$ cat config.mk
export PLATFORM = sky130hd
export DESIGN_NAME = mem_port_arbiter
export DESIGN_NICKNAME = d
export VERILOG_FILES = /design/src/rtl/pipe_pkg.sv /design/src/rtl/arb_starve_counter.sv /design/src/rtl/mem_port_arbiter.sv
export SDC_FILE = /design/constraint.sdc
export NUM_CORES = 1
export LEC_CHECK = 0
export CAP_MARGIN = 30
export CORE_ASPECT_RATIO = 0.5
export CORE_MARGIN = 4
export CORE_UTILIZATION = 25
export DETAILED_ROUTE_END_ITERATION = 12
export PLACE_DENSITY_LB_ADDON = 0.05
export SLEW_MARGIN = 20
export SYNTH_ARGS = -nofsm -noshare
export SYNTH_HDL_FRONTEND = slang
export SYNTH_SLANG_ARGS = --single-unit
$ cat constraint.sdc
create_clock -name clk -period 5.3 [get_ports clk]
set_input_delay 1.06 -clock clk [delete_from_list [all_inputs] [get_ports clk]]
set_output_delay 1.06 -clock clk [all_outputs]
set_load 0.01 [all_outputs]
$ cat src/rtl/pipe_pkg.sv
// Shared types for the IF/MEM unified memory port arbiter.
// State and owner encodings plus latency counter width.
package pipe_pkg;

  localparam int LAT_W = 4;

  typedef enum logic [1:0] {
    IDLE,
    ISSUE,
    WAIT,
    DONE
  } arb_state_t;

  typedef enum logic {
    OWN_IF  = 1'b0,
    OWN_MEM = 1'b1
  } owner_t;

endpackage

$ cat src/rtl/arb_starve_counter.sv
// Saturating count of MEM grants taken while a fetch waits.
// Clear has priority over increment.
module arb_starve_counter #(
  parameter int MAX = 3,
  parameter int W   = $clog2(MAX + 1)
) (
  input  logic         clk,
  input  logic         rst,
  input  logic         inc,
  input  logic         clr,
  output logic [W-1:0] cnt
);

  always_ff @(posedge clk or posedge rst) begin
    if (rst) begin
      cnt <= '0;
    end else if (clr) begin
      cnt <= '0;
    end else if (inc && cnt != W'(MAX)) begin
      cnt <= cnt + W'(1);
    end
  end

endmodule

$ cat src/rtl/mem_port_arbiter.sv
// Single-ported unified RAM shared by IF and MEM stages.
// MEM has priority; the starvation counter forces IF through.
module mem_port_arbiter #(
  parameter int ADDR_W     = 32,
  parameter int DATA_W     = 32,
  parameter int MEM_LAT    = 2,
  parameter int STARVE_MAX = 3
) (
  input  logic              clk,
  input  logic              rst,
  input  logic              if_req,
  input  logic [ADDR_W-1:0] if_addr,
  output logic [DATA_W-1:0] if_rdata,
  output logic              if_done,
  input  logic              mem_rd,
  input  logic              mem_wr,
  input  logic [ADDR_W-1:0] mem_addr,
  input  logic [DATA_W-1:0] mem_wdata,
  output logic [DATA_W-1:0] mem_rdata,
  output logic              mem_done,
  output logic              stall_if,
  output logic              stall_pipe,
  output logic              ram_en,
  output logic              ram_we,
  output logic [ADDR_W-1:0] ram_addr,
  output logic [DATA_W-1:0] ram_wdata,
  input  logic [DATA_W-1:0] ram_rdata
);
  import pipe_pkg::*;

  localparam int SW = $clog2(STARVE_MAX + 1);

  arb_state_t       state;
  owner_t           owner;
  logic             wr_q;
  logic [LAT_W-1:0] lat_cnt;
  logic [SW-1:0]    starve_cnt;

  logic mem_req;
  logic idle;
  logic grant_mem;
  logic grant_if;
  logic starve_inc;
  logic starve_clr;

  assign mem_req   = mem_rd | mem_wr;
  assign idle      = (state == IDLE);
  assign grant_mem = idle && mem_req &&
                     (starve_cnt < SW'(STARVE_MAX) || !if_req);
  assign grant_if  = idle && if_req && !grant_mem;

  assign starve_inc = grant_mem && if_req;
  assign starve_clr = grant_if || (idle && !if_req);

  arb_starve_counter #(
    .MAX (STARVE_MAX),
    .W   (SW)
  ) u_starve (
    .clk (clk),
    .rst (rst),
    .inc (starve_inc),
    .clr (starve_clr),
    .cnt (starve_cnt)
  );

  assign stall_pipe = mem_req & ~mem_done;
  assign stall_if   = (if_req & ~if_done) | stall_pipe;

  always_ff @(posedge clk or posedge rst) begin
    if (rst) begin
      state     <= IDLE;
      owner     <= OWN_IF;
      wr_q      <= 1'b0;
      lat_cnt   <= '0;
      ram_en    <= 1'b0;
      ram_we    <= 1'b0;
      ram_addr  <= '0;
      ram_wdata <= '0;
      if_rdata  <= '0;
      mem_rdata <= '0;
      if_done   <= 1'b0;
      mem_done  <= 1'b0;
    end else begin
      unique case (state)
        IDLE: begin
          if (grant_mem || grant_if) begin
            owner    <= grant_mem ? OWN_MEM : OWN_IF;
            wr_q     <= grant_mem & mem_wr;
            ram_we   <= grant_mem & mem_wr;
            ram_addr <= grant_mem ? mem_addr : if_addr;
            if (grant_mem) ram_wdata <= mem_wdata;
            ram_en   <= 1'b1;
            state    <= ISSUE;
          end
        end
        ISSUE: begin
          ram_en  <= 1'b0;
          ram_we  <= 1'b0;
          lat_cnt <= LAT_W'(MEM_LAT - 1);
          state   <= WAIT;
        end
        WAIT: begin
          if (lat_cnt == '0) begin
            if (owner == OWN_MEM) begin
              // stores leave the load data register untouched
              if (!wr_q) mem_rdata <= ram_rdata;
              mem_done <= 1'b1;
            end else begin
              if_rdata <= ram_rdata;
              if_done  <= 1'b1;
            end
            state <= DONE;
          end else begin
            lat_cnt <= lat_cnt - LAT_W'(1);
          end
        end
        DONE: begin
          if_done  <= 1'b0;
          mem_done <= 1'b0;
          state    <= IDLE;
        end
        default: state <= IDLE;
      endcase
    end
  end

  rd_wr_excl: assert property (
    @(posedge clk) disable iff (rst) !(mem_rd && mem_wr)
  );

endmodule

# After elaboration in Yosys (flattened, before gate mapping)
# Cells that the tools add are included.
word_totals:
  wordCells: 80
  reg_bits: 142
  inputBits: 133
  out_inout_bits: 134
classes:
  addsub: 2
  n_bitwise: 9
  n_reduce_logical: 27
  muxes: 19
  magnitude_cmp: 1
  n_eq_ne: 9
op_table:
  columns: ["operator", "count"]
  rows:
  - ["32-bit 2-to-1 mux", 1]
  - ["3-bit AND reduction", 4]
  - ["2-bit != test (second input constant)", 5]
  - ["2-bit 2-to-1 mux", 4]
  - ["1-bit one-hot mux with 2 select lines", 4]
  - ["2-bit one-hot mux with 4 select lines", 1]
  - ["4-bit one-hot mux with 2 select lines", 1]
  - ["2-bit AND reduction", 4]
  - ["2-bit nonzero test", 4]
  - ["1-bit logical AND", 7]
  - ["1-bit 2-to-1 mux", 7]
  - ["2-bit == test (second input constant)", 2]
  - ["4-bit zero test", 1]
  - ["4-bit 2-to-1 mux", 1]
  - ["1-bit inverter", 4]
  - ["4-bit AND reduction", 1]
  - ["4-bit by 1-bit subtractor with 4-bit output (second input constant)", 1]
  - ["1-bit bitwise AND", 3]
  - ["1-bit logical OR", 3]
  - ["2-bit by 1-bit adder with 2-bit output (second input constant)", 1]
  - ["2-bit by 1-bit == test with 1-bit output (second input constant)", 1]
  - ["1-bit zero test", 2]
  - ["2-bit zero test", 1]
  - ["2-bit less-than comparator (second input constant)", 1]
  - ["2 further kinds", 3]

# Depth between registers and ports, before layout
# Gate-level depths: netlist (run 1).
logic_depth:
  word_depth: 8
  ltp_mapped: 8
  ltp_nobuf: 6

# By module
# Synthesis (run 1) repeated with hierarchy kept, for this count alone.
unflattened:
  cells_unflattened: 395
  area_unflattened_um2: 6117.1
modules_own_cells:
  columns: ["mod", "seq_area_each_um2", "cells_per_inst", "area_each_um2", "instances"]
  rows:
  - ["mem_port_arbiter", 3503.4, 384, 5989.5, 1]
  - ["arb_starve_counter", 50.0, 11, 127.6, 1]

# Worst setup path after synthesis (run 1)
# Ideal clock, no wire load.
synth_path:
  path_kind: "input-to-output"
  startpoint: "input port mem_wr"
  endpoint: "output port stall_if"
  cell_stages: 2
  slack_ns: 2.820
  n_path_buf: 0
  arrival_ns: 1.420
  required_ns: 4.240
  path_cell_list: "nor2_1 > o22ai_1"
synth_between:
  elab_chain_cells: 3
synth_lines:
  columns: ["item", "line_no", "text"]
  rows:
  - ["start, declared", "mem_port_arbiter.sv:16", "input logic mem_wr,"]
  - ["1-bit bitwise OR", "mem_port_arbiter.sv:46", "assign mem_req = mem_rd | mem_wr;"]
  - ["1-bit bitwise AND", "mem_port_arbiter.sv:66", "assign stall_pipe = mem_req & ~mem_done;"]
  - ["1-bit bitwise OR", "mem_port_arbiter.sv:67", "assign stall_if = (if_req & ~if_done) | stall_pipe;"]
  - ["end, declared", "mem_port_arbiter.sv:21", "output logic stall_if,"]
# No other way between the ends.

# Worst setup path after layout (run 1)
# Same ends and word-level chain as after synthesis.

==> flow_summary.ini, run 1 <==
[worst_setup_path]
cp_slowest_cell = clkdlybuf4s50_1
worst-path-buf-inv = 2
critPathTopFamily = buffers and inverters
cp_cell_sequence = clkdlybuf4s50_1 -> nor2_1 -> o22ai_1 -> clkdlybuf4s50_1
start_kind = primary input
arrival_ps = 2520
path_class = primary input to primary output
crit_path_max_incr_delay_ps = 500
worstSetupEndpointType = primary output
cp_data_required_time_ps = 4240
crit_top_cell = clkdlybuf4s50_1
path_max_fanout = 5

[pwr]
seqPwrFrac_pct = 32.9
combPwrFrac_pct = 44.0
internal_power_mw = 3.809
switching_share_pct = 32.91
vdd.ir_drop.worst_mv = 0.2513
p_leak_nw = 4.196
p_switching_mw = 1.868
power.density_nw_per_um2 = 592.4
power.share.clock_pct = 23.1

[routing]
routed_via_density = 4.217
vias = 4698
dr.pass1.iters = 4
wire_per_inst_microns = 16.80
drc_errors = 0
ant_nets = 0
first_iter_violations = 152
drt_wl_total_microns = 18710

[clocking]
clk_pin_slew_worst_paths_ps = 60
clk_latency_ps = 430
cts_resized = 0
clock_path_buffers = 2
cts.sinks = 142
postCtsSetupBuffers = 0
tritoncts = yes
cts_root_buf = clkbuf_16
h-tree-depth = 4
cts_inserted_buffers = 17
ctsHoldBuffers = 0

[synth]
synth_area_sq_um = 5971
yosys_register_bits = 142
synth-edff-count = 0
synth_warnings = 0
synth_area_leader_cell = dfrtp_1
synth.distinct_cells = 32
syn_area_per_cell_sq_um = 11.18
syn_inst = 534
synth_top_area_share_pct = 59.51
synth_fp_nets = 675
synthTopCellsByArea = dfrtp_1, nand2_1, mux2_4
synth_flop_cell = dfrtp_1
async_flop_share_pct = 100.0
seq_area_frac_synth_pct = 59.51

[grt]
antenna_found_initial = 0
grt_pass1_vias = 4898
grt_max_degree = 91
grt-ovfl-total = 0
grt_pass1_wl_microns = 28460
grt_use_total_pct = 14.01

[floorplan]
die-area_sq_um = 26570
io_pins = 267
initial_core_util_pct = 25.81
fp.dieH_microns = 117.3
num_rows = 39
die_x_microns = 226.6
core_sq_um = 23130

[job]
max-cap-violations = 0

[finish]
finalNetCount = 937
final_cells = 1114
layout-drive-gt1-share_pct = 13.51
stdcell_area_sq_um = 9583
mostFrequentLayoutCell = clkdlybuf4s50_1
antenna_cells = 0
regArea_sq_um = 3553
final_cell_mix = clkdlybuf4s50_1, nand2_1, dfrtp_1
syn2layout_area_growth_pct = 60.50
nFillCells = 2270
multi_input_area_sq_um = 2193

[run_status]
status = finished, final reports clean

[sta]
rsz0062_at_grt = no
slew_headroom_pct = 50.25
fmax_mhz = 279.3
setup_total_negative_slack_ps = 0
period_needed_ps = 3581
tightest_slew_ps = 746.3
final_max_slew_viol_count = 0
clock_skew_ps = 9.936
period_share_pct = 67.56
setup_ws_ps = 1720
whs_ps = 475.2
hold_viol_final = 0
final-setup-viol-count = 0

[placement]
dpl.cell_count = 1083
place_ws_ps = 1716
dp_hpwl_microns = 13070
placed_cell_area_sq_um = 8921
routabilityCongestion = 0.7338
io_buffers = 266

[hold_path]
holdCritPathClass = flop to flop
-- power groups by stage --
stage	clock, mW	combinational, mW	sequential, mW
finish	1.31	2.50	1.87
detailed placement	0	2.55	1.88
floorplan	0	0.990	2.08
CTS	1.36	2.56	1.88
global placement	0	2.54	1.87
global route	1.41	2.73	1.94
-- layout make-up --
class | count | share of cell area, %
multi-input combinational | 350 | 22.89
inverter | 12 | 0.5223
sequential | 142 | 37.08
clock inverter | 11 | 1.998
clock buffer | 19 | 4.622
tap | 307 | 4.008
timing repair buffer | 273 | 28.88
-- routing by layer --
metal  global-route usage (%)  wire, microns
met5                        0              0
met4                    4.660            332
met3                    5.133           1099
met2                    22.89           9180
met1                    17.45           8097
-- flip-flops by register name, summed over array words and instances, names as in the netlist --
signal,cells
lat_cnt,4
wr_q,1
owner,1
if_rdata,32
ram_en,1
state,2
ram_we,1
ram_addr,32
ram_wdata,32
mem_done,1
mem_rdata,32
if_done,1
u_starve.cnt,2
-- tightest hold or removal path, stage by stage, from the launching register on --
cell and delay, ps:
dfrtp_1 340, nand2_1 50, nand2_1 60
-- per-stage QoR --
step	utilization (%)	total power, mW
after floorplan	-	3.075
after global placement	38.45	4.417
after detailed placement	38.57	4.437
after CTS	41.31	5.794
after global routing	41.43	6.081
final	41.43	5.677
-- synth_stat cells, types with 2 or more instances --
cell      instances
dfrtp_1         142
a31oi_1          34
nand2_1         168
buf_12            3
mux2_2           35
ha_1              8
buf_2            14
inv_1            12
mux2i_1           2
o22ai_1           3
mux2_4           30
and3_1            2
buf_4             3
buf_1             2
a21oi_1           4
clkbuf_1          7
o21ai_0           9
nor2_1           40
nand3_1           3
-- kinds of logic (layout without fill, tap and decap cells) --
kind of cell    after synthesis  count (layout)  synth area share [%]
simple gates                219             219                 14.46
flops                       142             142                 59.51
mux                          67              67                 14.48
compound gates               56              56                 5.805
buf+inv                      42             315                 4.066
fa+ha+maj                     8               8                 1.677
-- final timing paths --
check	startpoint	endpoint	slack [ps]	cells after the start
setup / recovery	mem_wr	stall_if	1720	4
hold / removal	ram_wdata[29]$_DFFE_PP0P_	ram_wdata[29]$_DFFE_PP0P_	480	2
setup reg to reg	state[1]$_DFFE_PP0P_	ram_addr[3]$_DFFE_PP0P_	2860	6
hold reg to reg	ram_wdata[29]$_DFFE_PP0P_	ram_wdata[29]$_DFFE_PP0P_	480	2
max in group asynchronous	rst	ram_wdata[4]$_DFFE_PP0P_	3260	4
min in group asynchronous	rst	if_rdata[20]$_DFFE_PP0P_	1050	2
(Power assumes the default switching activity.)
==> run 2: changes to the inputs <==
==> constraint.sdc (replaced) <==
create_clock -name clk -period 3.1 [get_ports clk]
set_input_delay 0.62 -clock clk [delete_from_list [all_inputs] [get_ports clk]]
set_output_delay 0.62 -clock clk [all_outputs]
set_load 0.01 [all_outputs]
==> run 2 against run 1 <==
Sequential share of layout area up 0.54 points; clock skew down 4.4 ps; setup slack worse by 1300 ps; worst hold slack worse by 1.5 ps; utilization down 0.59 points; highest routed layer unchanged; count of clock-buffer cells in the layout up 5; global-route usage down 0.29 points; sequential cell count unchanged; sequential power up 71%; via count up 1.3%.
==> flow_summary.ini, run 2 (synthesis gave the netlist of run 1 again) <==
[run_status]
status = finished, final reports clean

[pwr]
vdd.ir_drop.worst_mv = 0.4011
power.density_nw_per_um2 = 983.1
p_leak_nw = 4.134

[worst_setup_path]
crit_path_start = mem_wr
start_kind = primary input
r2r-end = if_rdata[1]$_DFFE_PP0P_
reg2regPathDepth = 6
cp_data_required_time_ps = 2480
critical_path.endpoint = stall_if
reg2reg_from = lat_cnt[0]$_DFFE_PP0P_
worstSetupEndpointType = primary output
path_max_fanout = 5
arrival_ps = 2070
path_class = primary input to primary output
ff2ff_setup_slack_ps = 1020

[floorplan]
initial_core_util_pct = 25.81
die-area_sq_um = 26570
die_x_microns = 226.6
io_pins = 267
fp.dieH_microns = 117.3
num_rows = 39
core_sq_um = 23130

[sta]
fmax_mhz = 371.7
period_needed_ps = 2691
slew_headroom_pct = 47.16
period_share_pct = 86.79
tightest_slew_ps = 792.6
setup_total_negative_slack_ps = 0
final-setup-viol-count = 0
final_max_slew_viol_count = 0
hold_viol_final = 0
clock_skew_ps = 5.551
whs_ps = 473.6
rsz0062_at_grt = no

[finish]
nFillCells = 2278
syn2layout_area_growth_pct = 58.21
mostFrequentLayoutCell = clkdlybuf4s50_1
finalNetCount = 939
antenna_cells = 0
final_cell_mix = clkdlybuf4s50_1, nand2_1, dfrtp_1
layout-drive-gt1-share_pct = 12.90

[grt]
grt_use_total_pct = 13.71
grt_pass1_wl_microns = 27680
antenna_found_initial = 0
grt_pass1_vias = 4727
grt_max_degree = 143
grt-ovfl-total = 0

[placement]
io_buffers = 266
dp_hpwl_microns = 12780
routabilityCongestion = 0.7325

[clocking]
tritoncts = yes
clock_path_buffers = 2
postCtsSetupBuffers = 0
ctsHoldBuffers = 0
cts_resized = 0
clk_pin_slew_worst_paths_ps = 50
cts_inserted_buffers = 17
cts.sinks = 142
h-tree-depth = 4
clk_latency_ps = 420
cts_root_buf = clkbuf_16

[hold_path]
holdCritPathClass = flop to flop

[routing]
drt_wl_total_microns = 18280
vias = 4757
drc_errors = 0
dr.pass1.iters = 4
routed_via_density = 4.274
wire_per_inst_microns = 16.42
first_iter_violations = 198
ant_nets = 0

[job]
max-cap-violations = 0
[run 2: cell types whose count changed in the layout (fill, tap and decap cells not counted)]
cell	before	now
buf_12	1	4
buf_16	2	0
buf_4	4	5
bufinv_16	5	0
clkbuf_1	1	5
clkbuf_8	1	2
clkinv_2	2	3
clkinv_4	1	0
clkinvlp_4	3	1
inv_6	1	0
[run 2: worst max-delay path, stage by stage]
cell and delay, ps:
clkdlybuf4s50_1 440, nor2_1 360, o22ai_1 150, clkdlybuf4s50_1 500
[run 2: where the power goes]
group	switching (mW)	internal, mW
clock network	0.747	1.04
logic	1.92	2.39
registers	0.469	2.73
[run 2: routing by layer]
layer	wire, microns	track usage [%]	vias up
met3	1060	5.183	21
li1	-	-	2297
met2	9093	22.73	122
met4	396	5.065	0
met5	0	0	-
met1	7731	16.54	2317
[run 2: worst min path at each step]
stage,startpoint,end,slack (ps),cells past startpoint
after detailed placement,ram_wdata[12]$_DFFE_PP0P_,ram_wdata[12]$_DFFE_PP0P_,460,2
after CTS,ram_wdata[21]$_DFFE_PP0P_,ram_wdata[21]$_DFFE_PP0P_,480,2
after global routing,ram_wdata[25]$_DFFE_PP0P_,ram_wdata[25]$_DFFE_PP0P_,490,2
final,ram_wdata[21]$_DFFE_PP0P_,ram_wdata[21]$_DFFE_PP0P_,470,2
after global placement,ram_wdata[11]$_DFFE_PP0P_,ram_wdata[11]$_DFFE_PP0P_,460,2
after floorplan,u_starve.cnt[0]$_DFFE_PP0P_,u_starve.cnt[0]$_DFFE_PP0P_,460,1
[run 2: area by class of cell]
class / instances / area, sq um / share of cell area [%]
multi-input combinational: 350 / 2193 / 23.22
clock buffer: 24 / 471.7 / 4.993
timing repair buffer: 275 / 2780 / 29.43
tap: 307 / 384.1 / 4.066
inverter: 12 / 48.80 / 0.5166
sequential: 142 / 3553 / 37.62
clock inverter: 3 / 15.01 / 0.1589
[run 2: stage by stage]
step	cells	util (%)	instance area [sq um]	total power, mW	setup slack [ps]
2_1_floorplan	534	-	5974	5.257	702.9
3_3_place_gp	1086	38.74	8960	7.582	437.0
3_5_place_dp	1086	38.74	8960	7.620	401.0
4_1_cts	1113	40.84	9447	9.485	407.0
5_1_grt	1113	40.84	9447	9.980	335.4
6_report	1113	40.84	9447	9.287	409.5
